`config.mk`:
```
export PLATFORM = sky130hd
export DESIGN_NAME = ifu_fetch_ctrl_flat
export DESIGN_NICKNAME = d
export VERILOG_FILES = /design/src/rtl/ifu_pkg.sv /design/src/rtl/ifu_fetch_ctrl_if.sv /design/src/rtl/ifu_sync_fifo.sv /design/src/rtl/ifu_fetch_ctrl.sv /design/src/flat_wrapper.sv
export SDC_FILE = /design/constraint.sdc
export NUM_CORES = 1
export LEC_CHECK = 0
export CORE_ASPECT_RATIO = 1.25
export CORE_MARGIN = 4
export CORE_UTILIZATION = 40
export DETAILED_ROUTE_END_ITERATION = 6
export PLACE_DENSITY_LB_ADDON = 0.05
export SETUP_SLACK_MARGIN = 0.4
export SYNTH_ARGS = -nofsm -noshare
export SYNTH_HDL_FRONTEND = slang
export SYNTH_SLANG_ARGS = --single-unit
```
`constraint.sdc`:
```
create_clock -name clk -period 7.2 [get_ports clk]
set_input_delay 1.44 -clock clk [delete_from_list [all_inputs] [get_ports clk]]
set_output_delay 1.44 -clock clk [all_outputs]
set_load 0.005 [all_outputs]
```
`src/rtl/ifu_pkg.sv`:
```
// Shared types and defaults for the instruction-fetch unit.
package ifu_pkg;

    localparam int IFU_ADDR_W          = 32;
    localparam int IFU_MAX_OUTSTANDING = 2;
    localparam int IFU_BUF_DEPTH       = 2;

    // Fetch-controller states: normal issue, draining killed fetches, halted on bus error.
    typedef enum logic [1:0] {
        ST_RUN  = 2'd0,
        ST_KILL = 2'd1,
        ST_HALT = 2'd2
    } fetch_state_e;

    // One instruction-buffer entry as presented to the IR stage.
    typedef struct packed {
        logic [31:0]           instr;
        logic [IFU_ADDR_W-1:0] pc;
        logic                  err;
    } ifu_buf_entry_t;

endpackage

```
`src/rtl/ifu_fetch_ctrl_if.sv`:
```
// Bundle of PC-generator, flush, memory-port and IR-stage signals around the fetch controller.
//
// Handshake rules: a transfer happens on a rising clk edge where the producer's valid and the
// consumer's ready/accept are both high. pcg_accept is the PC generator's ready and is the
// same-cycle copy of the memory issue. Memory responses have no ready: every mem_rsp_vld
// cycle is consumed. ir_vld/ir_rdy pop one buffer entry per handshake cycle.
interface ifu_fetch_ctrl_if #(
    parameter int ADDR_W = ifu_pkg::IFU_ADDR_W
);
    logic              pcg_req_vld;
    logic [ADDR_W-1:0] pcg_pc;
    logic              pcg_accept;
    logic              exe_flush;
    logic              int_flush;
    logic              mem_req_vld;
    logic [ADDR_W-1:0] mem_req_addr;
    logic              mem_req_rdy;
    logic              mem_rsp_vld;
    logic [31:0]       mem_rsp_data;
    logic              mem_rsp_err;
    logic              ir_vld;
    logic [31:0]       ir_instr;
    logic [ADDR_W-1:0] ir_pc;
    logic              ir_err;
    logic              ir_rdy;

    // Fetch controller side.
    modport master (
        input  pcg_req_vld, pcg_pc, exe_flush, int_flush,
        input  mem_req_rdy, mem_rsp_vld, mem_rsp_data, mem_rsp_err, ir_rdy,
        output pcg_accept, mem_req_vld, mem_req_addr,
        output ir_vld, ir_instr, ir_pc, ir_err
    );

    // Environment side: PC generator, memory port and IR stage.
    modport slave (
        output pcg_req_vld, pcg_pc, exe_flush, int_flush,
        output mem_req_rdy, mem_rsp_vld, mem_rsp_data, mem_rsp_err, ir_rdy,
        input  pcg_accept, mem_req_vld, mem_req_addr,
        input  ir_vld, ir_instr, ir_pc, ir_err
    );
endinterface

```
`src/rtl/ifu_sync_fifo.sv`:
```
// Small synchronous FIFO with synchronous clear and an occupancy count.
// Pop on empty and push on full (without a same-cycle pop) are ignored.
module ifu_sync_fifo #(
    parameter int WIDTH = 8,
    parameter int DEPTH = 2
) (
    input  logic                   clk,
    input  logic                   rst,
    input  logic                   clr,
    input  logic                   push,
    input  logic [WIDTH-1:0]       wdata,
    input  logic                   pop,
    output logic [WIDTH-1:0]       rdata,
    output logic [$clog2(DEPTH):0] count
);
    localparam int AW = (DEPTH > 1) ? $clog2(DEPTH) : 1;
    localparam int CW = $clog2(DEPTH) + 1;

    logic [WIDTH-1:0] mem_q [DEPTH];
    logic [AW-1:0]    rd_ptr_q;
    logic [AW-1:0]    wr_ptr_q;
    logic [CW-1:0]    count_q;
    logic             do_pop;
    logic             do_push;

    function automatic logic [AW-1:0] ptr_inc(input logic [AW-1:0] p);
        return (p == AW'(DEPTH - 1)) ? '0 : p + 1'b1;
    endfunction

    // Qualify requests against occupancy; a full FIFO may push only while popping.
    always_comb begin
        do_pop  = pop & (count_q != '0);
        do_push = push & ((count_q != CW'(DEPTH)) | do_pop);
    end

    // Storage array; contents need no reset because the count gates visibility.
    always_ff @(posedge clk) begin
        if (do_push && !clr) begin
            mem_q[wr_ptr_q] <= wdata;
        end
    end

    // Pointers and count; clear wins over any same-cycle push or pop.
    always_ff @(posedge clk) begin
        if (rst || clr) begin
            rd_ptr_q <= '0;
            wr_ptr_q <= '0;
            count_q  <= '0;
        end else begin
            if (do_push) wr_ptr_q <= ptr_inc(wr_ptr_q);
            if (do_pop)  rd_ptr_q <= ptr_inc(rd_ptr_q);
            count_q <= count_q + CW'(do_push) - CW'(do_pop);
        end
    end

    assign rdata = mem_q[rd_ptr_q];
    assign count = count_q;

endmodule

```
`src/rtl/ifu_fetch_ctrl.sv`:
```
// IFU fetch controller: issues in-order instruction fetches under a credit limit, remembers
// the PC of each in-flight request, buffers returned words for the IR stage, discards
// responses belonging to fetches killed by a flush and stops fetching after a bus error.
module ifu_fetch_ctrl
    import ifu_pkg::*;
#(
    parameter int MAX_OUTSTANDING = IFU_MAX_OUTSTANDING,
    parameter int BUF_DEPTH       = IFU_BUF_DEPTH,
    parameter int ADDR_W          = IFU_ADDR_W
) (
    input  logic                             clk,
    input  logic                             rst,
    ifu_fetch_ctrl_if.master                 bus,
    output fetch_state_e                     dbg_state,
    output logic [$clog2(MAX_OUTSTANDING):0] dbg_outstanding,
    output logic [$clog2(MAX_OUTSTANDING):0] dbg_kill_cnt
);
    localparam int OW = $clog2(MAX_OUTSTANDING) + 1;
    localparam int BW = $clog2(BUF_DEPTH) + 1;
    localparam int EW = $bits(ifu_buf_entry_t);

    fetch_state_e   state_q, state_d;
    logic [OW-1:0]  outstanding_q, outstanding_d;
    logic [OW-1:0]  kill_q, kill_d;

    logic           flush;
    logic           credit_ok;
    logic           issue;
    logic           rsp_fire;
    logic           rsp_keep;
    logic           ir_pop;

    logic [ADDR_W-1:0] rsp_pc;
    logic [OW-1:0]     pcf_count;
    ifu_buf_entry_t    buf_wdata;
    ifu_buf_entry_t    buf_head;
    logic [BW-1:0]     buf_count;
    logic              buf_empty;

    // PCs of requests in flight, popped in order as responses return.
    ifu_sync_fifo #(.WIDTH(ADDR_W), .DEPTH(MAX_OUTSTANDING)) u_pc_fifo (
        .clk   (clk),
        .rst   (rst),
        .clr   (1'b0),
        .push  (issue),
        .wdata (bus.pcg_pc),
        .pop   (rsp_fire),
        .rdata (rsp_pc),
        .count (pcf_count)
    );

    // Instruction buffer toward IR; a flush empties it.
    ifu_sync_fifo #(.WIDTH(EW), .DEPTH(BUF_DEPTH)) u_ibuf (
        .clk   (clk),
        .rst   (rst),
        .clr   (flush),
        .push  (rsp_keep),
        .wdata (buf_wdata),
        .pop   (ir_pop),
        .rdata (buf_head),
        .count (buf_count)
    );

    // Issue, response and IR-side decisions plus counter and state next values.
    always_comb begin
        flush     = bus.exe_flush | bus.int_flush;
        // A response with nothing in flight (e.g. straight after reset) is ignored.
        rsp_fire  = bus.mem_rsp_vld & (pcf_count != '0);
        // Every in-flight request must already own a buffer slot, so the buffer cannot overflow.
        credit_ok = (32'(outstanding_q) < 32'(MAX_OUTSTANDING)) &&
                    ((32'(outstanding_q) + 32'(buf_count)) < 32'(BUF_DEPTH));

        bus.mem_req_vld  = bus.pcg_req_vld & (state_q == ST_RUN) & ~flush & credit_ok;
        bus.mem_req_addr = bus.pcg_pc;
        issue            = bus.mem_req_vld & bus.mem_req_rdy;
        bus.pcg_accept   = issue;

        rsp_keep         = rsp_fire & (kill_q == '0) & ~flush;
        buf_wdata.instr  = bus.mem_rsp_data;
        buf_wdata.pc     = IFU_ADDR_W'(rsp_pc);
        buf_wdata.err    = bus.mem_rsp_err;

        buf_empty        = (buf_count == '0);
        ir_pop           = ~buf_empty & bus.ir_rdy & ~flush;

        outstanding_d    = outstanding_q + OW'(issue) - OW'(rsp_fire);

        kill_d = kill_q;
        if (flush) begin
            // Everything still in flight after this cycle belongs to the old stream.
            kill_d = outstanding_q - OW'(rsp_fire);
        end else if (rsp_fire && (kill_q != '0)) begin
            kill_d = kill_q - 1'b1;
        end

        state_d = state_q;
        if (flush) begin
            state_d = (kill_d != '0) ? ST_KILL : ST_RUN;
        end else begin
            unique case (state_q)
                ST_RUN:  if (rsp_keep && bus.mem_rsp_err) state_d = ST_HALT;
                ST_KILL: if (kill_d == '0) state_d = ST_RUN;
                ST_HALT: state_d = ST_HALT;
                default: state_d = ST_RUN;
            endcase
        end
    end

    // State, outstanding-request count and kill count registers.
    always_ff @(posedge clk) begin
        if (rst) begin
            state_q       <= ST_RUN;
            outstanding_q <= '0;
            kill_q        <= '0;
        end else begin
            state_q       <= state_d;
            outstanding_q <= outstanding_d;
            kill_q        <= kill_d;
        end
    end

    // IR outputs show the buffer head, forced to zero while the buffer is empty.
    always_comb begin
        bus.ir_vld   = ~buf_empty;
        bus.ir_instr = buf_empty ? '0 : buf_head.instr;
        bus.ir_pc    = buf_empty ? '0 : ADDR_W'(buf_head.pc);
        bus.ir_err   = buf_empty ? 1'b0 : buf_head.err;
    end

    assign dbg_state       = state_q;
    assign dbg_outstanding = outstanding_q;
    assign dbg_kill_cnt    = kill_q;

endmodule
```
`src/flat_wrapper.sv`:
```
// flat-port wrapper written by rule: the top's interface ports become plain ports
module ifu_fetch_ctrl_flat import ifu_pkg::*;
#(
    parameter int MAX_OUTSTANDING = IFU_MAX_OUTSTANDING,
    parameter int BUF_DEPTH       = IFU_BUF_DEPTH,
    parameter int ADDR_W          = IFU_ADDR_W
)
  (clk, rst, dbg_state, dbg_outstanding, dbg_kill_cnt, bus_pcg_req_vld, bus_pcg_pc, bus_exe_flush, bus_int_flush, bus_mem_req_rdy, bus_mem_rsp_vld, bus_mem_rsp_data, bus_mem_rsp_err, bus_ir_rdy, bus_pcg_accept, bus_mem_req_vld, bus_mem_req_addr, bus_ir_vld, bus_ir_instr, bus_ir_pc, bus_ir_err);
  ifu_fetch_ctrl_if #(.ADDR_W(ADDR_W)) bus_i ();
  input  logic clk;
  input  logic rst;
  output fetch_state_e dbg_state;
  output logic [$clog2(MAX_OUTSTANDING):0] dbg_outstanding;
  output logic [$clog2(MAX_OUTSTANDING):0] dbg_kill_cnt;
  input wire logic [$bits(bus_i.pcg_req_vld)-1:0] bus_pcg_req_vld;
  input wire logic [$bits(bus_i.pcg_pc)-1:0] bus_pcg_pc;
  input wire logic [$bits(bus_i.exe_flush)-1:0] bus_exe_flush;
  input wire logic [$bits(bus_i.int_flush)-1:0] bus_int_flush;
  input wire logic [$bits(bus_i.mem_req_rdy)-1:0] bus_mem_req_rdy;
  input wire logic [$bits(bus_i.mem_rsp_vld)-1:0] bus_mem_rsp_vld;
  input wire logic [$bits(bus_i.mem_rsp_data)-1:0] bus_mem_rsp_data;
  input wire logic [$bits(bus_i.mem_rsp_err)-1:0] bus_mem_rsp_err;
  input wire logic [$bits(bus_i.ir_rdy)-1:0] bus_ir_rdy;
  output wire logic [$bits(bus_i.pcg_accept)-1:0] bus_pcg_accept;
  output wire logic [$bits(bus_i.mem_req_vld)-1:0] bus_mem_req_vld;
  output wire logic [$bits(bus_i.mem_req_addr)-1:0] bus_mem_req_addr;
  output wire logic [$bits(bus_i.ir_vld)-1:0] bus_ir_vld;
  output wire logic [$bits(bus_i.ir_instr)-1:0] bus_ir_instr;
  output wire logic [$bits(bus_i.ir_pc)-1:0] bus_ir_pc;
  output wire logic [$bits(bus_i.ir_err)-1:0] bus_ir_err;
  assign bus_i.pcg_req_vld = bus_pcg_req_vld;
  assign bus_i.pcg_pc = bus_pcg_pc;
  assign bus_i.exe_flush = bus_exe_flush;
  assign bus_i.int_flush = bus_int_flush;
  assign bus_i.mem_req_rdy = bus_mem_req_rdy;
  assign bus_i.mem_rsp_vld = bus_mem_rsp_vld;
  assign bus_i.mem_rsp_data = bus_mem_rsp_data;
  assign bus_i.mem_rsp_err = bus_mem_rsp_err;
  assign bus_i.ir_rdy = bus_ir_rdy;
  assign bus_pcg_accept = bus_i.pcg_accept;
  assign bus_mem_req_vld = bus_i.mem_req_vld;
  assign bus_mem_req_addr = bus_i.mem_req_addr;
  assign bus_ir_vld = bus_i.ir_vld;
  assign bus_ir_instr = bus_i.ir_instr;
  assign bus_ir_pc = bus_i.ir_pc;
  assign bus_ir_err = bus_i.ir_err;
  ifu_fetch_ctrl #(.MAX_OUTSTANDING(MAX_OUTSTANDING), .BUF_DEPTH(BUF_DEPTH), .ADDR_W(ADDR_W)) u_core (.clk(clk), .rst(rst), .bus(bus_i), .dbg_state(dbg_state), .dbg_outstanding(dbg_outstanding), .dbg_kill_cnt(dbg_kill_cnt));
endmodule
```
**Yosys cells after proc, flatten, opt, wreduce, memory -nomap -nowiden**

Memory sizes are Yosys's and may differ from the RTL's. A register that Yosys moved wholly into a read port is not among the register bits.
Cells that the tools add are included.
Widths: inputs -> output; s select.

- Memory bits (writable): 194
- Flip-flop bits (word level): 14
- Memories: 2
- Bits of input ports: 73

- Eq/ne operators: 6
- Order comparisons: 2
- Add/sub/neg operators: 13
- Muxes and demuxes: 22
- Bitwise logic cells: 18
- Reduce and logical (&&, ||, !) cells: 15

Memories:

| memory | words | bits a word | rd ports | clocked after memory_dff | write ports | line | RTL |
|---|---|---|---|---|---|---|---|
| u_core.u_ibuf.mem_q | 2 | 65 | 1 | 1 | 1 | ifu_sync_fifo.sv:19 | `logic [WIDTH-1:0] mem_q [DEPTH];` |
| u_core.u_pc_fifo.mem_q | 2 | 32 | 1 | 1 | 1 | ifu_sync_fifo.sv:19 |  |

Operators by type and width:

| cell | count |
|---|---|
| $mux 32 | 2 |
| $lt 32x2->1 const B | 1 |
| $mux 1 | 14 |
| $and 1x1->1 | 13 |
| $mux 2 | 5 |
| $logic_not 2->1 | 4 |
| $reduce_bool 2->1 | 4 |
| $sub 2x1->2 | 4 |
| $add 2x1->2 | 3 |
| $pmux 2 s3 | 1 |
| $add 1x1->1 const B | 4 |
| $logic_and 1x1->1 | 4 |
| $ne 2x2->1 const B | 2 |
| $add 2x2->3 | 1 |
| $ne 3x2->1 const B | 1 |
| $ne 3x3->1 const B | 1 |
| $or 1x1->1 | 3 |
| $eq 2x1->1 const B | 1 |
| $eq 2x2->1 const B | 1 |
| $lt 2x2->1 const B | 1 |
| $not 1->1 | 2 |
| $reduce_and 2->1 | 1 |
| $sub 2x1->2 const B | 1 |
| $logic_not 1->1 | 1 |
| $logic_or 1x1->1 | 1 |

**Logic depth before layout (Yosys ltp)**

Gate-level depths: netlist (run 1).

- Word-level depth: 10
- Gate-level depth with buffers: 12
- Gate-level depth less buffers: 12

**Modules after synthesis**

Synthesis (run 1) repeated with hierarchy kept, for this count alone.

- Cells, all modules: 505
- Area, all modules: 8954.8 sq um

Modules (own cells, without submodules):

| module | sequential area each (sq um) | cells an instance | instances | area each (sq um) |
|---|---|---|---|---|
| ifu_sync_fifo at u_core.u_ibuf | 4003.8 | 226 | 1 | 5141.2 |
| ifu_sync_fifo at u_core.u_pc_fifo | 2021.9 | 124 | 1 | 2680.1 |
| ifu_fetch_ctrl | 120.1 | 155 | 1 | 1133.6 |

**Worst setup path after synthesis (run 1)**

OpenSTA, ideal clock, no wires.

- Kind: in2reg
- Start: input bus_mem_rsp_vld
- End: memory u_core.u_ibuf.mem_q[0][0] (netlist name), enable pin
- Setup time: 489 ps
- Stages on the path: 5
- Buffers on the path: 0
- Arrival: 4624 ps
- Setup slack: 2087 ps
- Path through: o21ai_4 inv_1 and4_1 inv_1 nor2_1

- Longest elaborated chain between the ends: 7

Ends and longest elaborated chain:

| element | line | RTL |
|---|---|---|
| from (decl) | flat_wrapper.sv:20 | `input wire logic [$bits(bus_i.mem_rsp_vld)-1:0] bus_mem_rsp_vld;` |
| $and 1x1->1 | ifu_fetch_ctrl.sv:68 | `rsp_fire = bus.mem_rsp_vld & (pcf_count != '0);` |
| $and 1x1->1 (2 in series) | ifu_fetch_ctrl.sv:78 | `rsp_keep = rsp_fire & (kill_q == '0) & ~flush;` |
| $and 1x1->1 | ifu_sync_fifo.sv:33 | `do_push = push & ((count_q != CW'(DEPTH)) \| do_pop);` |
| $logic_and 1x1->1 | ifu_sync_fifo.sv:38 | `if (do_push && !clr) begin` |
| $mux 1 | ifu_sync_fifo.sv:38 |  |
| $mux 1 (not written as such) | ifu_sync_fifo.sv:39 | `mem_q[wr_ptr_q] <= wdata;` |
| to (decl) | ifu_sync_fifo.sv:19 |  |

Every way passes these cells.

**Worst setup path after layout (run 1)**

- Start: input bus_int_flush
- End: output bus_pcg_accept

- Longest elaborated chain between the ends: 5

Ends and longest elaborated chain:

| element | line | RTL |
|---|---|---|
| from (decl) | flat_wrapper.sv:18 | `input wire logic [$bits(bus_i.int_flush)-1:0] bus_int_flush;` |
| $or 1x1->1 | ifu_fetch_ctrl.sv:66 | `flush = bus.exe_flush \| bus.int_flush;` |
| $not 1->1 | ifu_fetch_ctrl.sv:73 | `bus.mem_req_vld = bus.pcg_req_vld & (state_q == ST_RUN) & ~flush & credit_ok;` |
| $and 1x1->1 (2 in series) | ifu_fetch_ctrl.sv:73 |  |
| $and 1x1->1 | ifu_fetch_ctrl.sv:75 | `issue = bus.mem_req_vld & bus.mem_req_rdy;` |
| to (decl) | flat_wrapper.sv:24 | `output wire logic [$bits(bus_i.pcg_accept)-1:0] bus_pcg_accept;` |

Every way passes these cells.

==> results.md, run 1 <==
- The signal on the critical path passes through clkdlybuf4s50_1 > or4_1 > nor2_1 > nand2_1 > inv_2 > clkdlybuf4s50_1.
- Measured on the finished design, the core utilization comes to 53.33%.
- The nature of the critical path endpoint is an output port.
- The TritonCTS buffer count is 21.
- The post-placement cell area is 0.01013 sq mm.
- The number of H-tree branching levels is 1.
- At the end of the flow, the number of nets in the layout was 741.
- In this run, placement finished with an instance count of between 900 and 1,000.
- The detail route stage leaves a number of antenna-violating nets equal to 0.
- The final design instance area without fill is 0.01080 sq mm.
- The via count of the first global-routing pass is 4,920.
- The detailed router placed 4,485 vias in this run.
- The number of hold violations in the final report came to 0.
- The critical register-to-register path startpoint is u_core.u_ibuf.count[0]$_SDFF_PP0_.
- In this run the deepest clock path goes through 3 buffers.
- The area growth from synthesis to layout is 30.52%.
- The initial core utilization is between 40% and 50%.
- The sum of overflow across all layers after global routing is 0.
- The total routing resource utilization after global routing is between 10% and 20%.
- The cts-stage hold buffer count is 0.
- Summed over all failing endpoints, the final setup total negative slack is 0 ps.
- The maximum VDD drop is approximately 0.17 mV.
- The routed design has 16,100 um of wire.
- The height of the chip is ~170 um.
- The clock latency on the worst-skew pair is 490 ps.
- The synthesized netlist occupies a cell area of 0.008273 sq mm.
- The required time at the worst-slack endpoint is around 5800 ps.
- ~180 I/O pins were placed.
- For the pin with the worst max-slew slack, the measured transition is ~1200 ps.
- The total of buffers placed on input and output ports is 178.
- The core outline area is roughly 0.02 sq mm.
- Synthesis handed over a netlist of between 500 and 600 instances.
- The number of antenna violations at the first check in global routing came to 1.
- Clock-pin slew was measured on the worst setup and hold paths at roughly 60 ps.
- Post-CTS repair changed the size of 0 cells.
- Entering global routing, the biggest net connects between 60 and 70 pins.
- The congestion estimate from routability-driven global placement came to 0.7228.
- The tree is rooted in a clkbuf_16.
- Timing would allow up to 210.2 MHz.
- The mean cell area of the mapped netlist is 16.25 sq um.
- The layout cell share with drive strength beyond 1 is 11.59%.
- The net count after synthesis is 590.
- The most repeated library cell on the critical path is clkdlybuf4s50_1.
- The floorplan has 58 rows.
- The critical path starts at bus_int_flush.
- The netlist uses 34 different library cells.
- The share of synthesized area occupied by flip-flops and latches is 74.29%.
- STA puts the critical path data arrival time at ~3300 ps.
- The total number of yosys warnings is 0.
- The biggest fanout along the worst timing path is 5.
- In the final routed layout, each cell accounts on average for 17.05 um.
- The setup clock skew after layout is around 22 ps.
- The global-route wire length before repair is around 25,000 um.
- The CTS tree is built.
- The final non-filler cell total is 944.
- Summed over all nets, the half-perimeter wirelength after detailed placement is 10,130 um.
- The layout has between 1,500 and 2,000 filler cells.
- The final number of setup-violating endpoints is 0.
- The path class of the lowest-slack min-delay path is flop to flop.
- The leakage power of the design is 3.466 nW.
- The beginning of the worst hold path is u_core.u_pc_fifo.rd_ptr_q$_SDFFE_PP0N_.
- The kind of start point of the critical path is a primary input.
- The worst path in the final design needs a cycle of roughly 4800 ps, including I/O delays and setup.
- The run finished with clean final reports.
- The final cycle utilization of the critical path is 66.08%.
- Across all hold checks on the routed design, the worst slack comes to 498.8 ps.
- Setup repair after global routing left no endpoint under its margin.
- The worst relative slew slack is 18.68%.
- The number of pins exceeding their max-slew limit in the final report is 0.
- For this run, design rule violations remaining after detail routing come to 0.
- The cell at the slowest stage of the critical path is or4_1.
- For this design the ratio of total power to cell area is between 200 and 300 mW/mm^2.
- The number of setup buffers added after CTS is 0.
- The number of detailed-routing iterations run before antenna repair is 4.
- Counting every sink on the clock net gives 210.
- The worst setup path is of the primary input to output port kind.
- On the worst path, the slowest cell contributes a delay of 520 ps.
- The number of max-cap violations is 0.
- The total die area is 0.02306 sq mm.
- Synthesis inferred 210 register bits.
- In this run the horizontal extent of the chip is 136.6 um.
- In this run, the number of DRC markers left after iteration 0 of detailed routing was 221.
- Using the TritonRoute via totals, the vias-per-cell ratio works out to ~4.8.
## metal layers
layer	vias up	routed length, um	share of wire, %	global-route usage [%]
li1	2134	-	-	-
met1	2188	6691	42	17.12
met2	138	8204	51	24.71
met3	25	811	5.0	2.081
met4	0	387	2.4	4.428
met5	-	0	0	0
## critical path, delay by kind of cell
family | cells | cell delay (ps)
buffers and inverters | 3 | 1060
and+or+nand+nor | 3 | 810
## logic make-up after synthesis
logic type	after synthesis	synth area share [%]
xor+xnor	11	1.165
compound gates	13	1.044
buf+inv	65	4.477
flops	210	74.29
mux	98	12.40
fa+ha+maj	8	1.301
simple gates	104	5.324
## cells in the mapped netlist
library cell | n | area (sq um)
a211oi_1 | 2 | 15.01
a21oi_1 | 5 | 25.02
a31oi_1 | 1 | 6.260
a41oi_1 | 1 | 8.760
and2_1 | 3 | 18.77
and4_1 | 1 | 8.760
buf_1 | 7 | 26.28
buf_2 | 5 | 25.02
buf_4 | 32 | 240.2
clkbuf_1 | 9 | 33.78
dfxtp_1 | 16 | 320.3
edfxtp_1 | 194 | 5826
fa_1 | 1 | 20.02
ha_1 | 7 | 87.58
inv_1 | 11 | 41.29
inv_2 | 1 | 3.750
mux2_2 | 32 | 360.4
mux2_4 | 1 | 15.01
mux2i_1 | 65 | 650.6
nand2_1 | 4 | 15.01
nand2b_1 | 1 | 6.260
nor2_1 | 84 | 315.3
nor2_2 | 1 | 6.260
nor2b_1 | 2 | 12.51
nor3_1 | 1 | 5.000
o21ai_0 | 2 | 10.01
o21ai_1 | 1 | 5.000
o21ai_4 | 1 | 16.27
or2_2 | 2 | 12.51
or3_1 | 2 | 12.51
or4_1 | 1 | 7.510
or4b_1 | 2 | 20.02
xnor2_1 | 6 | 52.55
xor2_1 | 5 | 43.79
## power breakdown
group | switching [mW] | internal [mW]
registers | 0.0611 | 1.42
clock network | 0.429 | 0.629
logic | 0.139 | 0.197
total | 0.628 | 2.24
## registers in the layout (all words and copies together), names as in the netlist, named ones only
register	cells
u_core.u_ibuf.mem_q	130
u_core.u_pc_fifo.mem_q	64
u_core.dbg_kill_cnt	2
u_core.dbg_outstanding	2
u_core.dbg_state	2
u_core.u_ibuf.count	2
u_core.u_pc_fifo.count	2
u_core.u_ibuf.rd_ptr_q	1
u_core.u_ibuf.wr_ptr_q	1
u_core.u_pc_fifo.rd_ptr_q	1
u_core.u_pc_fifo.wr_ptr_q	1
## placed cells by master, fill, tap and decap left out, types with 5 or more instances in the layout
| master | instances |
|---|---|
| mux2_2 | 32 |
| inv_1 | 11 |
| clkdlybuf4s50_1 | 178 |
| a21oi_1 | 5 |
| clkbuf_16 | 21 |
| edfxtp_1 | 194 |
| dfxtp_1 | 14 |
| xor2_1 | 5 |
| ha_1 | 7 |
| mux2i_1 | 65 |
| xnor2_1 | 6 |
| nor2_1 | 80 |
## layout make-up
type	count	area [sq um]	share of cell area [%]
antenna	1	2.502	0.02317
clock buffer	27	568.0	5.261
clock inverter	9	100.1	0.9270
inverter	12	45.04	0.4171
multi-input combinational	234	1789	16.57
sequential	210	6151	56.96
tap	270	337.8	3.129
timing repair buffer	181	1804	16.71
## final timing paths
check	depth (start not counted)	slack, ps	endpoint
setup / recovery	6	2440	bus_pcg_accept
hold reg to reg	2	500	flop
hold / removal	2	500	flop
setup reg to reg	8	3900	u_core.u_pc_fifo.mem_q[1][21]$_DFFE_PP_
## per-stage QoR
step / setup slack (ps) / power, mW
2_1_floorplan: 2087 / 1.704
3_3_place_gp: 2458 / 1.835
3_5_place_dp: 2443 / 1.848
4_1_cts: 2426 / 2.915
5_1_grt: 2370 / 3.004
6_report: 2442 / 2.873
No activity file was read; power rests on OpenSTA's default activity.
==> run 2: changes to the inputs <==
Clock period 7.2 ns to 4.15 ns, I/O delays scaled along.
==> results.md, run 2 (synthesis results as in run 1) <==
- The setup TNS after final layout is 0 ps (unchanged).
- The number of antenna violations at the first check in global routing came to 0 (-1).
- The smallest clock period supported by the final layout is computed as 3613 ps.
- The cts-stage hold buffer count is 0 (unchanged).
- The classification of the worst setup path is flop to output port.
- The critical path goes through and2_1 > fa_1 > or4b_1 > nor2_2 > nand2_1 > inv_2 > clkdlybuf4s50_1.
- The internal power consumption is 3.759 mW (+67%).
- The sum of overflow across all layers after global routing is 0 (unchanged).
- The slew of the pin with the lowest slew margin is 825.5 ps (-391.3 ps).
- Based on the critical path, the design can be clocked at up to 276.8 MHz.
- The routability congestion estimate from global placement is 0.7119 (-1.5%).
- The total number of clock tree sinks is 210 (unchanged).
- The total of buffers placed on input and output ports is 178 (unchanged).
- The core outline area was 0.02025 sq mm (unchanged).
- The estimated wirelength of the detail-placed design was 10,580 um (+4.4%).
- The average detailed-routed wire length per instance is 17.10 um (+0.31%).
- The leakage power of the design is 3.470 nW (+0.12%).
- The kind of start point of the critical path is a flop.
- The remaining antenna violation count after routing came to 0 (unchanged).
- The root buffer cell is clkbuf_16.
- The via-per-instance ratio is 4.704 (-0.99%).
- The register share of total power was 53.3% (+1.8 points).
- The worst setup path is captured at an output port.
- The overall die width is 136.6 um (unchanged).
- Setup repair after global routing left no endpoint under its margin.
- The total routed wirelength is 16,250 um (+0.95%).
- The worst relative slew slack is 44.96% (+26 points).
- The number of rows in the core area was 58 (unchanged).
- The number of inserted diodes came to 0 (-1).
- The post-placement cell area is 0.01018 sq mm (+0.52%).
- The total routing resource utilization after global routing is 13.92% (+0.080 points).
- The final number of setup-violating endpoints is 0 (unchanged).
- The final non-filler cell total is 950 (+0.64%).
- The slowest stage of the critical path is the clkdlybuf4s50_1 cell.
- The switching power of the nets is 1.063 mW (+69%).
- The height of the chip is 168.8 um (unchanged).
- In the layout the commonest cells are edfxtp_1, clkdlybuf4s50_1, nor2_1, mux2i_1, mux2_2.
- The required time at the worst-slack endpoint is 3320 ps (-2440 ps).
- The combinational cell fraction of total power is 12.3% (+0.6 points).
- The total power per unit cell area is 446.9 mW/mm^2 (+68%).
- The clock transition at the registers of the reported paths is 60 ps (about the same).
- The initial core utilization is 40.86% (unchanged).
- The clock latency on the worst-skew pair is 480 ps (about the same).
- The maximum number of pins on one net before global-route repair came to 46 (-30%).
- The part of the total power dissipated in the clock network was 34.4% (-2.4 points).
- The maximum VDD drop is 0.2913 mV (+74%).
- The biggest fanout along the worst timing path is 5 (unchanged).
- The residual DRC count is 0 (unchanged).
- The via count is 4,469 (-0.36%).
- The run finished with clean final reports.
- The critical path arrival is 2780 ps (-540 ps).
- The number of buffers between clock root and the deepest sink is 3 (unchanged).
- The final design instance area without fill was 0.01079 sq mm (about the same).
- The delay of the slowest critical-path stage is 500 ps (-20 ps).
- The total die area was 0.02306 sq mm (unchanged).
- The global-route wire length before repair came to 25,050 um (-0.60%).
- The flip-flop count of the largest register after layout is 130 (unchanged).
- Leaving out fill and tap cells, the most frequent cell in the layout is edfxtp_1.
- The violation count after the first detailed-route iteration is 149 (-33%).
- TritonCTS built the clock tree.
- The post-route core utilization was 53.29% (about the same).
- The TritonCTS buffer count is 21 (unchanged).
- The via count of the first global-routing pass came to 4,736 (-3.7%).
- The number of detailed-routing iterations run before antenna repair is 4 (unchanged).
- The area growth from synthesis to layout was 30.41% (about the same).
- The layout cell share with drive strength beyond 1 is 12.50% (+0.91 points).
- The switching part of the total is 22.04% (+0.18 points).
- In the final layout, the registers with the most flip-flops are u_core.u_ibuf.mem_q (130), u_core.u_pc_fifo.mem_q (64).
- The number of placed cells counting well taps was 914 (+0.77%).
- The number of pins exceeding their max-slew limit in the final report was 0 (unchanged).
- The number of primary I/O pins is 179 (unchanged).
- The number of max-cap violations was 0 (unchanged).
- The final cycle utilization of the critical path is 87.06%.
- The layout net count is 749 (+1.1%).
- The number of H-tree branching levels is 1 (unchanged).
- The number of hold violations in the final report is 0 (unchanged).
- The setup clock skew after layout is 13.36 ps (-8.580 ps).
- The path class of the lowest-slack min-delay path is flop to flop.
- The overall power of the completed layout came to 4.822 mW (+68%).
- More flip-flops sit in one register than any other, and that register is u_core.u_ibuf.mem_q.
[run 2: cell count changes in the layout (fill, tap and decap cells not counted), sizes merged]
| cell | change |
|---|---|
| clkbuf | +3 |
| inv | -1 |
| buf | +8 |
| clkinv | -1 |
| bufinv | -2 |
| diode | -1 |
[run 2: final cells by class]
class,count,area (sq um)
Clock buffer,30,569.3
Clock inverter,5,26.28
Fill cell,1665,9458
Inverter,12,45.04
Multi-Input combinational cell,234,1792
Sequential cell,210,6155
Tap cell,270,337.8
Timing Repair Buffer,189,1864
[run 2: what timing repair did]
action                                  in CTS  in global routing
resized for setup                            1                  3
pin swaps                                    0                  1
endpoints found under the setup margin       1                  1
endpoints found under the hold margin        0                  0
buffers inserted                             0                  1
[run 2: power by group through the flow]
stage,Combinational (mW),Sequential (mW),Clock (mW)
2_1_floorplan,0.400,2.55,0
3_3_place_gp,0.579,2.61,0
3_5_place_dp,0.592,2.62,0
4_1_cts,0.598,2.57,1.73
5_1_grt,0.655,2.58,1.82
6_report,0.591,2.57,1.66
[run 2: critical path, delay by kind of cell (launching register included)]
family	cells	cell delay [ps]
flops	1	380
fa+ha+maj	1	410
simple gates	4	910
buf+inv	2	610
[run 2: metal layers]
layer / share of wire [%] / vias to the layer above / routed length, um / GRT usage, %
met4: 1.7 / 0 / 269 / 3.595
li1: - / 2145 / - / -
met3: 5.1 / 20 / 821 / 2.378
met1: 42 / 2180 / 6778 / 17.02
met2: 52 / 124 / 8379 / 25.29
met5: 0 / - / 0 / 0
[run 2: worst paths after layout]
kind                                               start                                      end  slack, ps  depth (start not counted)
setup / recovery       u_core.u_ibuf.count[0]$_SDFF_PP0_                           bus_pcg_accept        540                          7
hold / removal    u_core.u_pc_fifo.rd_ptr_q$_SDFFE_PP0N_                                     flop        500                          2
setup reg to reg       u_core.u_ibuf.count[0]$_SDFF_PP0_  u_core.u_pc_fifo.mem_q[1][18]$_DFFE_PP_       1260                          9
hold reg to reg   u_core.u_pc_fifo.rd_ptr_q$_SDFFE_PP0N_                                     flop        500                          2
[run 2: through the flow]
step / setup slack, ps / hold WS [ps]
floorplan: 527.5 / 472.5
global placement: 621.9 / 491.3
detailed placement: 581.0 / 495.0
CTS: 440.7 / 509.6
global route: 412.3 / 548.7
finish: 536.9 / 504.6
